$ cat src/rtl/fpga_operand_entry.sv
// Board-input front end for the ALU demo: synchronises KEY/SW, debounces KEY[3:0] and SW[17],
// and captures operand B on each debounced rising edge of SW[17].
module fpga_operand_entry #(
  parameter int unsigned DEBOUNCE_CYCLES = 500000,
  parameter int unsigned CNT_W           = $clog2(DEBOUNCE_CYCLES) + 1
) (
  input  logic        CLK,
  input  logic        nRST,
  input  logic [3:0]  KEY,
  input  logic [17:0] SW,
  output logic [31:0] opA,
  output logic [31:0] opB,
  output logic [3:0]  aluop,
  output logic        b_load,
  output logic        b_valid
);

  localparam int NumDeb = 5;
  // Debouncer lanes: [3:0] = KEY, [4] = SW[17]. Keys idle high, the strobe idles low.
  localparam logic [NumDeb-1:0] DebRst = 5'b0_1111;
  localparam logic [CNT_W-1:0]  CntMax = CNT_W'(DEBOUNCE_CYCLES - 1);

  typedef enum logic {StStable, StCount} deb_st_e;

  logic [3:0]        key_s1_q, key_s2_q;
  logic [17:0]       sw_s1_q, sw_s2_q;
  logic [NumDeb-1:0] deb_s, deb_q, deb_d;
  deb_st_e           st_q  [NumDeb];
  deb_st_e           st_d  [NumDeb];
  logic [CNT_W-1:0]  cnt_q [NumDeb];
  logic [CNT_W-1:0]  cnt_d [NumDeb];
  logic              sw17_rise;

  assign deb_s     = {sw_s2_q[17], key_s2_q};
  assign opA       = {{16{sw_s2_q[16]}}, sw_s2_q[15:0]};
  assign sw17_rise = deb_d[4] & ~deb_q[4];

  always_comb begin
    deb_d = deb_q;
    for (int i = 0; i < NumDeb; i++) begin
      st_d[i]  = st_q[i];
      cnt_d[i] = cnt_q[i];
      unique case (st_q[i])
        StStable: begin
          if (deb_s[i] != deb_q[i]) begin
            st_d[i]  = StCount;
            cnt_d[i] = CNT_W'(1);
          end
        end
        StCount: begin
          if (deb_s[i] == deb_q[i]) begin
            st_d[i]  = StStable;
            cnt_d[i] = '0;
          end else if (cnt_q[i] == CntMax) begin
            deb_d[i] = deb_s[i];
            st_d[i]  = StStable;
            cnt_d[i] = '0;
          end else begin
            cnt_d[i] = cnt_q[i] + CNT_W'(1);
          end
        end
      endcase
    end
  end

  always_ff @(posedge CLK or negedge nRST) begin
    if (!nRST) begin
      key_s1_q <= 4'hF;
      key_s2_q <= 4'hF;
      sw_s1_q  <= '0;
      sw_s2_q  <= '0;
      deb_q    <= DebRst;
      for (int i = 0; i < NumDeb; i++) begin
        st_q[i]  <= StStable;
        cnt_q[i] <= '0;
      end
      opB      <= '0;
      aluop    <= '0;
      b_load   <= 1'b0;
      b_valid  <= 1'b0;
    end else begin
      key_s1_q <= KEY;
      key_s2_q <= key_s1_q;
      sw_s1_q  <= SW;
      sw_s2_q  <= sw_s1_q;
      deb_q    <= deb_d;
      for (int i = 0; i < NumDeb; i++) begin
        st_q[i]  <= st_d[i];
        cnt_q[i] <= cnt_d[i];
      end
      aluop    <= ~deb_q[3:0];
      // Capture on the same edge the debounced strobe rises; b_load flags it for one cycle.
      b_load   <= sw17_rise;
      if (sw17_rise) begin
        opB     <= opA;
        b_valid <= 1'b1;
      end
    end
  end

endmodule
$ cat config.mk
export PLATFORM = sky130hd
export DESIGN_NAME = fpga_operand_entry
export DESIGN_NICKNAME = d
export VERILOG_FILES = /design/src/rtl/fpga_operand_entry.sv
export SDC_FILE = /design/constraint.sdc
export NUM_CORES = 1
export LEC_CHECK = 0
export BUFFER_PORTS_ARGS = -buffer_cell sky130_fd_sc_hd__buf_2
export CAP_MARGIN = 5
export CORE_UTILIZATION = 59
export CTS_CLUSTER_SIZE = 20
export DETAILED_ROUTE_END_ITERATION = 8
export PLACE_DENSITY = 0.91
export REMOVE_ABC_BUFFERS = 1
export SYNTH_ARGS = -nofsm -noshare
export SYNTH_HDL_FRONTEND = slang
export SYNTH_SLANG_ARGS = --single-unit
export TNS_END_PERCENT = 50
$ cat constraint.sdc
create_clock -name CLK -period 2.7 [get_ports CLK]
set_input_delay 0.675 -clock CLK [delete_from_list [all_inputs] [get_ports CLK]]
set_output_delay 0.675 -clock CLK [all_outputs]
set_load 0.05 [all_outputs]
==> flow_metrics.py, run 1 <==
metrics = {
    "run_status": {
        "run_status": "completed",
    },
    "final_layout": {
        "layout.core_utilization_pct": 67.47,
        "area_growth_syn_to_layout_pct": 11.75,
        "layout-drive-gt1-share_pct": 20.99,
        "mostFrequentLayoutCell": "dfrtp_1",
        "count_of_antenna_diodes_in_the_layout": 0,
        "stdcell_count": 1066,
        "fin_nets": 902,
        "layout_common_cells": "165 x dfrtp_1, 92 x buf_2, 81 x nand2_1, 65 x a31oi_1, 59 x a21oi_1",
    },
    "drt": {
        "avgViaCountPerCell": 6.074,
        "antenna_violating_nets_post_route": 0,
        "firstDrtPassIters": 5,
        "post_drt_wl_per_cell_um": 15.65,
        "detailroute.via_count": 6475,
        "dr_iter_0_viols": 689,
        "detail_route.drc_violations": 0,
        "drt-total-wl_mm": 16.69,
    },
    "setup_path": {
        "endpoint_kind": "flop",
        "cp-start-kind": "flop",
        "critical_path_peak_fanout": 31,
        "reg2reg_setup_slack_ns": 0.27,
        "timing_worst_setup_path_type": "reg2reg",
        "worstPathRequired_ns": 3.02,
        "worst_ep_arrival_time_ns": 2.75,
        "ff2ff_path_depth": 6,
    },
    "sta": {
        "slew-limit-headroom_pct": 44.49,
        "worst_clock_skew_ns": 0.008703,
        "holdWs_ns": 0.2103,
        "tightestPinTransition_ns": 0.8251,
        "final_period_minus_worst_setup_slack_ns": 2.429,
        "peak_clock_frequency_supported_by_timing_ghz": 0.4117,
        "min_period_over_period_pct": 89.97,
        "final.setup.worst_slack_ns": 0.2709,
        "setup-violations-final": 0,
        "finalMaxSlewViolations": 0,
        "final_hold_viol_count": 0,
        "rsz0062_at_grt": "no",
    },
    "global_route": {
        "antenna_found_initial": 0,
        "gr-usage-all-layers_pct": 24.27,
        "number_of_global_route_vias_before_repair": 5976,
        "gr-total-overflow": 0,
        "grt_pass1_wl_mm": 28.10,
        "largest_net_degree_at_the_start_of_global_routing": 64,
    },
    "synth": {
        "syn_avg_cell_area_um2": 10.12,
        "synth.lib_cells_used.distinct": 55,
        "area_fraction_of_the_dominant_cell_type_after_synthesis_pct": 49.27,
        "ys_seq_elements": 177,
        "synthCells": 828,
        "synthArstFlopShare_pct": 100.0,
        "netlist.top_cell.by_area": "dfrtp_1",
        "synthesis.yosys.warnings": 0,
        "synth_area_leaders": "dfrtp_1 49%, a31oi_1 4.9%, buf_4 4.2%",
        "synth_flop_cell": "dfrtp_1",
        "ys_seq_area_share_pct": 53.03,
        "syn-cell-area_mm2": 0.008381,
        "synth_enable_flop_cells": 0,
    },
    "run": {
        "max_cap_viol_count": 0,
    },
    "cts": {
        "tritoncts": "done",
        "clock-root-buffer": "clkbuf_16",
        "postCtsSetupBuffers": 0,
        "cts_max_path_buffers": 2,
        "worstSkewPairLatency_ns": 0.44,
        "cts_max_level": 4,
        "cts_inserted_buffers": 17,
        "tritoncts_num_sinks": 177,
        "worst_setup_hold_path_clk_slew_ns": 0.07,
    },
    "placed_design": {
        "place.detailed.instances": 1034,
        "pre_cts_slack_ns": 0.3290,
        "place_hpwl_mm": 11.21,
        "port-buffer-count": 93,
        "routabilityCongestion": 0.8304,
    },
    "power_and_ir_drop": {
        "power.internal_mw": 4.330,
        "design_power_total_mw": 5.822,
        "p_comb_share_pct": 7.1,
        "clockPowerShare_pct": 43.9,
        "ir_drop_mv": 0.4016,
        "power-per-cell-area_mw_per_mm2": 621.6,
        "net-switching-power_mw": 1.491,
        "power.leakage_nw": 4.225,
        "switching_share_pct": 25.62,
        "seqPwrFrac_pct": 48.9,
    },
    "worst_hold_path": {
        "hold_path.class": "in2async",
    },
    "floorplanning": {
        "io_pins": 94,
        "chipHeight_um": 121.2,
        "fp-row-count": 43,
        "die_outline_width_um": 121.2,
        "floorplan.initialDensity_pct": 60.37,
        "placeableCoreArea_mm2": 0.01388,
        "floorplan.die_area_mm2": 0.01468,
    },
}
[flip-flops by register name, summed over array words and instances (netlist names)]
signal	cells
st_q	5
aluop	4
sw_s1_q	18
b_load	1
key_s2_q	4
key_s1_q	4
sw_s2_q	18
cnt_q	100
deb_q	5
opB	17
b_valid	1
[power by group through the flow]
stage	Combinational, mW	Sequential [mW]	Clock (mW)
after CTS	0.417	2.85	2.60
after detailed placement	0.413	2.89	0
after global placement	0.400	2.89	0
after floorplan	0.168	2.96	0
final	0.415	2.85	2.56
after global routing	0.456	2.86	2.72
[timing repair]
item                                    in CTS  in global routing
endpoints found under the hold margin        0                  0
hold buffers                                 0                  0
resized for setup                            0                  1
endpoints found under the setup margin       0                  2
[through the flow]
step | TNS (ns) | instance area [um2]
2_1_floorplan | -100.42 | 7876
3_3_place_gp | 0 | 8735
3_5_place_dp | 0 | 8735
4_1_cts | 0 | 9358
5_1_grt | 0 | 9365
6_report | 0 | 9365
[cell families after synthesis]
logic type / after synthesis / synth area share [%]
xor gates and xnor gates: 9 / 0.9405
AOI/OAI and AO/OA: 216 / 16.02
and+or+nand+nor: 290 / 18.39
DFF: 177 / 53.03
buffers and inverters: 105 / 7.047
muxes: 26 / 3.822
adders and majority gates: 5 / 0.7465
[Yosys cell counts, types with 12 or more instances]
cell	count
a21oi_1	62
a31oi_1	65
buf_4	47
clkbuf_1	28
dfrtp_1	165
dfstp_2	12
inv_1	23
mux2_2	12
nand2_1	81
nand2b_1	20
nand3_1	39
nand4_1	26
nor2_1	44
nor3_1	15
o21ai_0	35
[path summary, 6_finish.rpt]
kind                                       startpoint                    end
worst min register to register  sw_s1_q[15]$_DFF_PN0_  sw_s2_q[15]$_DFF_PN0_
min in group CLK                               KEY[3]  key_s1_q[3]$_DFF_PN1_
worst max register to register  cnt_q[40]$_DFFE_PN0P_  cnt_q[58]$_DFFE_PN0P_
worst min-delay path                             nRST    opB[16]$_DFFE_PN0P_
max in group asynchronous                        nRST   deb_q[0]$_DFFE_PN1P_
worst max-delay path            cnt_q[40]$_DFFE_PN0P_  cnt_q[58]$_DFFE_PN0P_
[cell type report]
| class | instances | area [um2] |
|---|---|---|
| clock buffers | 20 | 456.7 |
| clock inverters | 12 | 166.4 |
| fillers | 1020 | 4516 |
| inverters | 23 | 86.33 |
| multi-input cells | 546 | 3364 |
| flip-flops and latches | 177 | 4444 |
| well taps | 180 | 225.2 |
| repair buffers | 108 | 621.8 |
[worst max-delay path: stages, from the launching register on]
cell and delay, ns:
dfrtp_1 0.40, ha_1 0.26, nand3_1 0.16, nor4_1 0.69
a21oi_4 0.35, a32o_1 0.32, a21o_1 0.14
[metal layers]
layer | global-route usage, % | share of wire [%] | vias up
met1 | 32.60 | 44 | 3134
met5 | 0 | 0 | -
met4 | 9.105 | 1.7 | 0
met3 | 5.028 | 4.6 | 31
met2 | 38.96 | 49 | 215
li1 | - | - | 3095
No activity file was read; power rests on OpenSTA's default activity.
==> inputs of run 2 (changes only) <==
--- a/config.mk
+++ b/config.mk
@@ -5,6 +5,7 @@
 export SDC_FILE = /design/constraint.sdc
 export NUM_CORES = 1
 export LEC_CHECK = 0
+export ABC_CLOCK_PERIOD_IN_PS = 2500
 export BUFFER_PORTS_ARGS = -buffer_cell sky130_fd_sc_hd__buf_2
 export CAP_MARGIN = 5
 export CORE_UTILIZATION = 59
==> constraint.sdc (replaced) <==
create_clock -name CLK -period 2.5 [get_ports CLK]
set_input_delay 0.625 -clock CLK [delete_from_list [all_inputs] [get_ports CLK]]
set_output_delay 0.625 -clock CLK [all_outputs]
set_load 0.05 [all_outputs]
==> flow_metrics.py, run 2 (synthesized netlist as in run 1, its figures left out) <==
metrics = {
    "run_status": {
        "run_status": "completed",
    },
    "global_route": {
        "number_of_global_route_vias_before_repair": 6074,
        "gr-total-overflow": 0,
        "largest_net_degree_at_the_start_of_global_routing": 53,
        "grt_pass1_wl_mm": 28.69,
        "antenna_found_initial": 0,
        "gr-usage-all-layers_pct": 24.71,
    },
    "final_layout": {
        "reg_top3": "cnt_q (100), sw_s1_q (18), sw_s2_q (18)",
        "stdcell_count": 1074,
        "filler_cells_inserted": 1025,
        "layout.core_utilization_pct": 67.60,
        "layout_common_cells": "165 x dfrtp_1, 92 x buf_2, 81 x nand2_1, 65 x a31oi_1, 59 x a21oi_1",
        "layout-drive-gt1-share_pct": 21.81,
        "count_of_antenna_diodes_in_the_layout": 0,
        "fin_nets": 910,
        "largest_register_by_flop_count": "cnt_q",
        "max_reg_flops": 100,
        "area_growth_syn_to_layout_pct": 11.97,
        "mostFrequentLayoutCell": "dfrtp_1",
    },
    "sta": {
        "finalMaxSlewViolations": 0,
        "final_hold_viol_count": 0,
        "peak_clock_frequency_supported_by_timing_ghz": 0.4293,
        "min_period_over_period_pct": 93.16,
        "tightestPinTransition_ns": 0.7803,
        "setup-violations-final": 0,
        "slew-limit-headroom_pct": 47.58,
        "rsz0062_at_grt": "no",
        "worst_clock_skew_ns": 0.01083,
        "final_period_minus_worst_setup_slack_ns": 2.329,
    },
    "cts": {
        "clock-root-buffer": "clkbuf_16",
        "cts_max_path_buffers": 2,
        "worstSkewPairLatency_ns": 0.44,
        "tritoncts_num_sinks": 177,
        "worst_setup_hold_path_clk_slew_ns": 0.07,
        "cts_repair_resize_count": 0,
        "holdBufCountCts": 0,
        "postCtsSetupBuffers": 0,
        "tritoncts": "done",
        "cts_inserted_buffers": 17,
        "cts_max_level": 4,
    },
    "setup_path": {
        "cp-start-kind": "flop",
        "slowest_stage": "dfrtp_1",
        "ff2ff_path_depth": 5,
        "crit_path_cell_trace": "or3b_1 -> or4_4 -> nor3_4 -> nand3b_4 -> mux2_4",
        "critical_path_peak_fanout": 18,
        "worst_ep_arrival_time_ns": 2.65,
        "timing_worst_setup_path_type": "reg2reg",
        "timing.critical_path.slowest_cell_delay_ns": 0.45,
        "timing.critical_path.buf_inv": 0,
        "path_depth": 5,
        "reg2reg_setup_slack_ns": 0.17,
        "cpLargestDelayFamily": "simple AND/OR/NAND/NOR gates",
        "endpoint_kind": "flop",
        "worstPathRequired_ns": 2.82,
    },
    "power_and_ir_drop": {
        "design_power_total_mw": 6.112,
        "ir_drop_mv": 0.5486,
        "power.leakage_nw": 4.252,
        "power-per-cell-area_mw_per_mm2": 651.3,
    },
    "run": {
        "max_cap_viol_count": 0,
    },
    "drt": {
        "detailroute.via_count": 6518,
        "drt-total-wl_mm": 17.13,
        "firstDrtPassIters": 5,
        "dr_iter_0_viols": 601,
        "post_drt_wl_per_cell_um": 15.95,
        "antenna_violating_nets_post_route": 0,
        "detail_route.drc_violations": 0,
        "avgViaCountPerCell": 6.069,
    },
    "floorplanning": {
        "io_pins": 94,
        "floorplan.die_area_mm2": 0.01468,
        "die_outline_width_um": 121.2,
        "floorplan.initialDensity_pct": 60.37,
        "chipHeight_um": 121.2,
        "placeableCoreArea_mm2": 0.01388,
        "fp-row-count": 43,
    },
    "placed_design": {
        "place_hpwl_mm": 11.47,
        "place.detailed.instances": 1042,
        "routabilityCongestion": 0.8159,
        "port-buffer-count": 93,
    },
    "worst_hold_path": {
        "hold_path.class": "in2async",
    },
}
## run 2: cell count changes in the layout (fill, tap and decap cells not counted), sizes merged
cell,before,now
clkinv,2,8
clkbuf,20,17
buf,108,116
clkinvlp,1,0
bufinv,2,0
## run 2: layer usage
| metal | track usage, % | share of wire (%) | up-vias |
|---|---|---|---|
| li1 | - | - | 3097 |
| met1 | 32.44 | 44 | 3186 |
| met2 | 40.07 | 50 | 213 |
| met3 | 6.109 | 4.9 | 22 |
| met4 | 8.565 | 1.2 | 0 |
| met5 | 0 | 0 | - |
## run 2: metrics by stage
step	setup TNS (ns)	hold slack (ns)	area [um2]	setup WS [ns]
finish	0	0.07574	9384	0.1709
global route	0	0.08659	9384	0.01358
CTS	0	0.07351	9384	0.1837
detailed placement	0	0.3358	8795	0.2129
global placement	0	0.3315	8795	0.2773
floorplan	-109.07	0.3294	7876	-3.362
## run 2: final cells by class
cell class / count / area (um2) / area share, %
clock buffer: 17 / 425.4 / 4.533
multi-input combinational: 546 / 3357 / 35.77
inverter: 23 / 86.33 / 0.9200
tap: 180 / 225.2 / 2.400
timing repair buffer: 116 / 681.9 / 7.267
clock inverter: 15 / 163.9 / 1.747
sequential: 177 / 4444 / 47.36
## run 2: power by group
| group | internal (mW) | switching, mW | total, mW |
|---|---|---|---|
| Combinational | 0.139 | 0.310 | 0.449 |
| Clock | 1.34 | 1.25 | 2.59 |
| Sequential | 2.96 | 0.110 | 3.07 |
## run 2: final timing paths
check                                      startpoint                    end
worst max-delay path             cnt_q[8]$_DFFE_PN0P_    opB[10]$_DFFE_PN0P_
worst min-delay path                             nRST    opB[16]$_DFFE_PN0P_
worst max register to register   cnt_q[8]$_DFFE_PN0P_    opB[10]$_DFFE_PN0P_
worst min register to register  sw_s1_q[15]$_DFF_PN0_  sw_s2_q[15]$_DFF_PN0_
max in group asynchronous                        nRST  key_s1_q[2]$_DFF_PN1_
min in group CLK                               KEY[3]  key_s1_q[3]$_DFF_PN1_
## run 2: worst register-to-register path, stage by stage (launching register included)
cell	delay [ns]
dfrtp_1	0.45
or3b_1	0.38
or4_4	0.45
nor3_4	0.22
nand3b_4	0.31
mux2_4	0.41
==> inputs of run 3 (changes only) <==
--- a/config.mk
+++ b/config.mk
@@ -11,7 +11,7 @@
 export CORE_UTILIZATION = 59
 export CTS_CLUSTER_SIZE = 20
 export DETAILED_ROUTE_END_ITERATION = 8
-export PLACE_DENSITY = 0.91
+export PLACE_DENSITY = 0.8
 export REMOVE_ABC_BUFFERS = 1
 export SYNTH_ARGS = -nofsm -noshare
 export SYNTH_HDL_FRONTEND = slang
==> flow_metrics.py, run 3 (synthesized netlist as in run 1, its figures left out) <==
metrics = {
    "setup_path": {
        "cp-start-kind": "flop",
        "slowest_stage": "or4_4",
        "worst_ep_arrival_time_ns": 2.63,
        "crit_path_cell_trace": "or3b_1 -> or4_4 -> o21a_1 -> buf_4 -> a31oi_1 -> a31oi_1",
        "r2r_end": "cnt_q[8]$_DFFE_PN0P_",
        "cpLargestDelayFamily": "simple AND/OR/NAND/NOR gates",
        "worstPathRequired_ns": 2.79,
        "ff2ff_path_depth": 6,
        "timing_worst_setup_path_type": "reg2reg",
        "crit-reg2reg-launch": "cnt_q[6]$_DFFE_PN0P_",
        "timing.critical_path.buf_inv": 1,
        "reg2reg_setup_slack_ns": 0.16,
        "endpoint_kind": "flop",
        "critical_path_peak_fanout": 17,
        "timing.critical_path.slowest_cell_delay_ns": 0.46,
        "timing.critical_path.mode_cell": "a31oi_1",
    },
    "cts": {
        "worst_setup_hold_path_clk_slew_ns": 0.06,
        "cts_inserted_buffers": 17,
        "worstSkewPairLatency_ns": 0.43,
        "cts_repair_resize_count": 0,
        "tritoncts": "done",
        "cts_max_path_buffers": 2,
        "cts_max_level": 4,
        "tritoncts_num_sinks": 177,
        "clock-root-buffer": "clkbuf_16",
    },
    "floorplanning": {
        "die_outline_width_um": 121.2,
        "placeableCoreArea_mm2": 0.01388,
        "io_pins": 94,
        "floorplan.die_area_mm2": 0.01468,
        "chipHeight_um": 121.2,
        "fp-row-count": 43,
        "floorplan.initialDensity_pct": 60.37,
    },
    "final_layout": {
        "area_growth_syn_to_layout_pct": 11.60,
        "filler_cells_inserted": 1067,
        "count_of_antenna_diodes_in_the_layout": 0,
        "layout_common_cells": "165 x dfrtp_1, 92 x buf_2, 81 x nand2_1, 65 x a31oi_1, 59 x a21oi_1",
        "multiInputGateArea_mm2": 0.003357,
        "layout.core_utilization_pct": 67.38,
        "fin_nets": 909,
        "final_area_mm2": 0.009353,
        "largest_register_by_flop_count": "cnt_q",
        "regArea_mm2": 0.004444,
        "layout-drive-gt1-share_pct": 21.19,
        "reg_top3": "cnt_q (100), sw_s1_q (18), sw_s2_q (18)",
        "max_reg_flops": 100,
        "mostFrequentLayoutCell": "dfrtp_1",
        "stdcell_count": 1072,
    },
    "placed_design": {
        "place.detailed.instances": 1039,
        "place_hpwl_mm": 11.39,
        "post_dp_cell_area_mm2": 0.008772,
        "port-buffer-count": 93,
        "routabilityCongestion": 0.8311,
        "pre_cts_slack_ns": 0.1604,
    },
    "sta": {
        "min_period_over_period_pct": 93.42,
        "finalMaxSlewViolations": 0,
        "rsz0062_at_grt": "no",
        "final_hold_viol_count": 0,
        "slew-limit-headroom_pct": 55.04,
        "setup-violations-final": 0,
        "peak_clock_frequency_supported_by_timing_ghz": 0.4282,
        "final.setup.worst_slack_ns": 0.1646,
        "worst_clock_skew_ns": 0.008573,
        "final_period_minus_worst_setup_slack_ns": 2.335,
        "tightestPinTransition_ns": 0.6720,
    },
    "drt": {
        "firstDrtPassIters": 7,
        "avgViaCountPerCell": 6.021,
        "post_drt_wl_per_cell_um": 16.08,
        "antenna_violating_nets_post_route": 0,
        "drt-total-wl_mm": 17.24,
        "detailroute.via_count": 6455,
        "dr_iter_0_viols": 611,
        "detail_route.drc_violations": 2,
    },
    "run_status": {
        "run_status": "finished with violations",
        "violations_in_the_final_reports": "DRC",
    },
    "power_and_ir_drop": {
        "power-per-cell-area_mw_per_mm2": 644.4,
        "power.leakage_nw": 4.234,
        "ir_drop_mv": 0.4231,
    },
    "run": {
        "max_cap_viol_count": 0,
    },
    "global_route": {
        "antenna_found_initial": 0,
        "gr-usage-all-layers_pct": 25.30,
        "largest_net_degree_at_the_start_of_global_routing": 48,
        "gr-total-overflow": 0,
        "grt_pass1_wl_mm": 28.86,
        "number_of_global_route_vias_before_repair": 5898,
    },
    "worst_hold_path": {
        "hold_path.class": "in2async",
    },
}
-- run 3: how the worst max path moves through the flow --
stage                                      from               endpoint  slack (ns)  cells after the start
after floorplan             opB[16]$_DFFE_PN0P_    opB[16]$_DFFE_PN0P_       -3.36                      1
after global placement     cnt_q[6]$_DFFE_PN0P_    opB[13]$_DFFE_PN0P_        0.20                      5
after detailed placement   cnt_q[6]$_DFFE_PN0P_     opB[8]$_DFFE_PN0P_        0.16                      5
after CTS                  cnt_q[6]$_DFFE_PN0P_     opB[8]$_DFFE_PN0P_        0.13                      5
after global routing      cnt_q[15]$_DFFE_PN0P_  cnt_q[10]$_DFFE_PN0P_       0.003                      6
final                      cnt_q[6]$_DFFE_PN0P_   cnt_q[8]$_DFFE_PN0P_        0.16                      6
-- run 3: layout make-up --
class / count / area share, %
sequential: 177 / 47.52
multi-input combinational: 546 / 35.89
timing repair buffer: 115 / 7.344
clock buffer: 25 / 5.298
tap: 180 / 2.408
inverter: 23 / 0.9231
clock inverter: 6 / 0.6154
-- run 3: worst reg2reg max path: cells and delay by family (launching register included) --
| family | cells | cell delay, ns |
|---|---|---|
| AO/OA/AOI/OAI | 3 | 0.64 |
| AND/OR/NAND/NOR | 2 | 0.86 |
| buffers and inverters | 1 | 0.29 |
| flip-flops | 1 | 0.41 |
-- run 3: routing by layer --
metal	global-route usage (%)	vias to the layer above	routed length (um)
li1	-	3108	-
met1	34.85	3149	7710
met2	39.89	171	8487
met3	5.639	27	746
met4	8.256	0	293
met5	0	-	0
-- run 3: report_power, final --
part           internal, mW  total [mW]  switching (mW)
logic                 0.135       0.443           0.308
clock network          1.46        2.50            1.04
registers              2.97        3.08           0.115
-- run 3: through the flow --
step           total power [mW]  hold slack [ns]  setup TNS, ns
2_1_floorplan             3.377           0.3294        -109.07
3_3_place_gp              3.559           0.3329              0
3_5_place_dp              3.573           0.3355              0
4_1_cts                   6.082           0.1311              0
5_1_grt                   6.258           0.1487              0
6_report                  6.027           0.1286              0
-- run 3: what timing repair did --
item,4_1_cts,5_1_grt
hold endpoints to repair,0,0
setup buffers,0,2
setup endpoints to repair,0,2
hold buffers,0,0
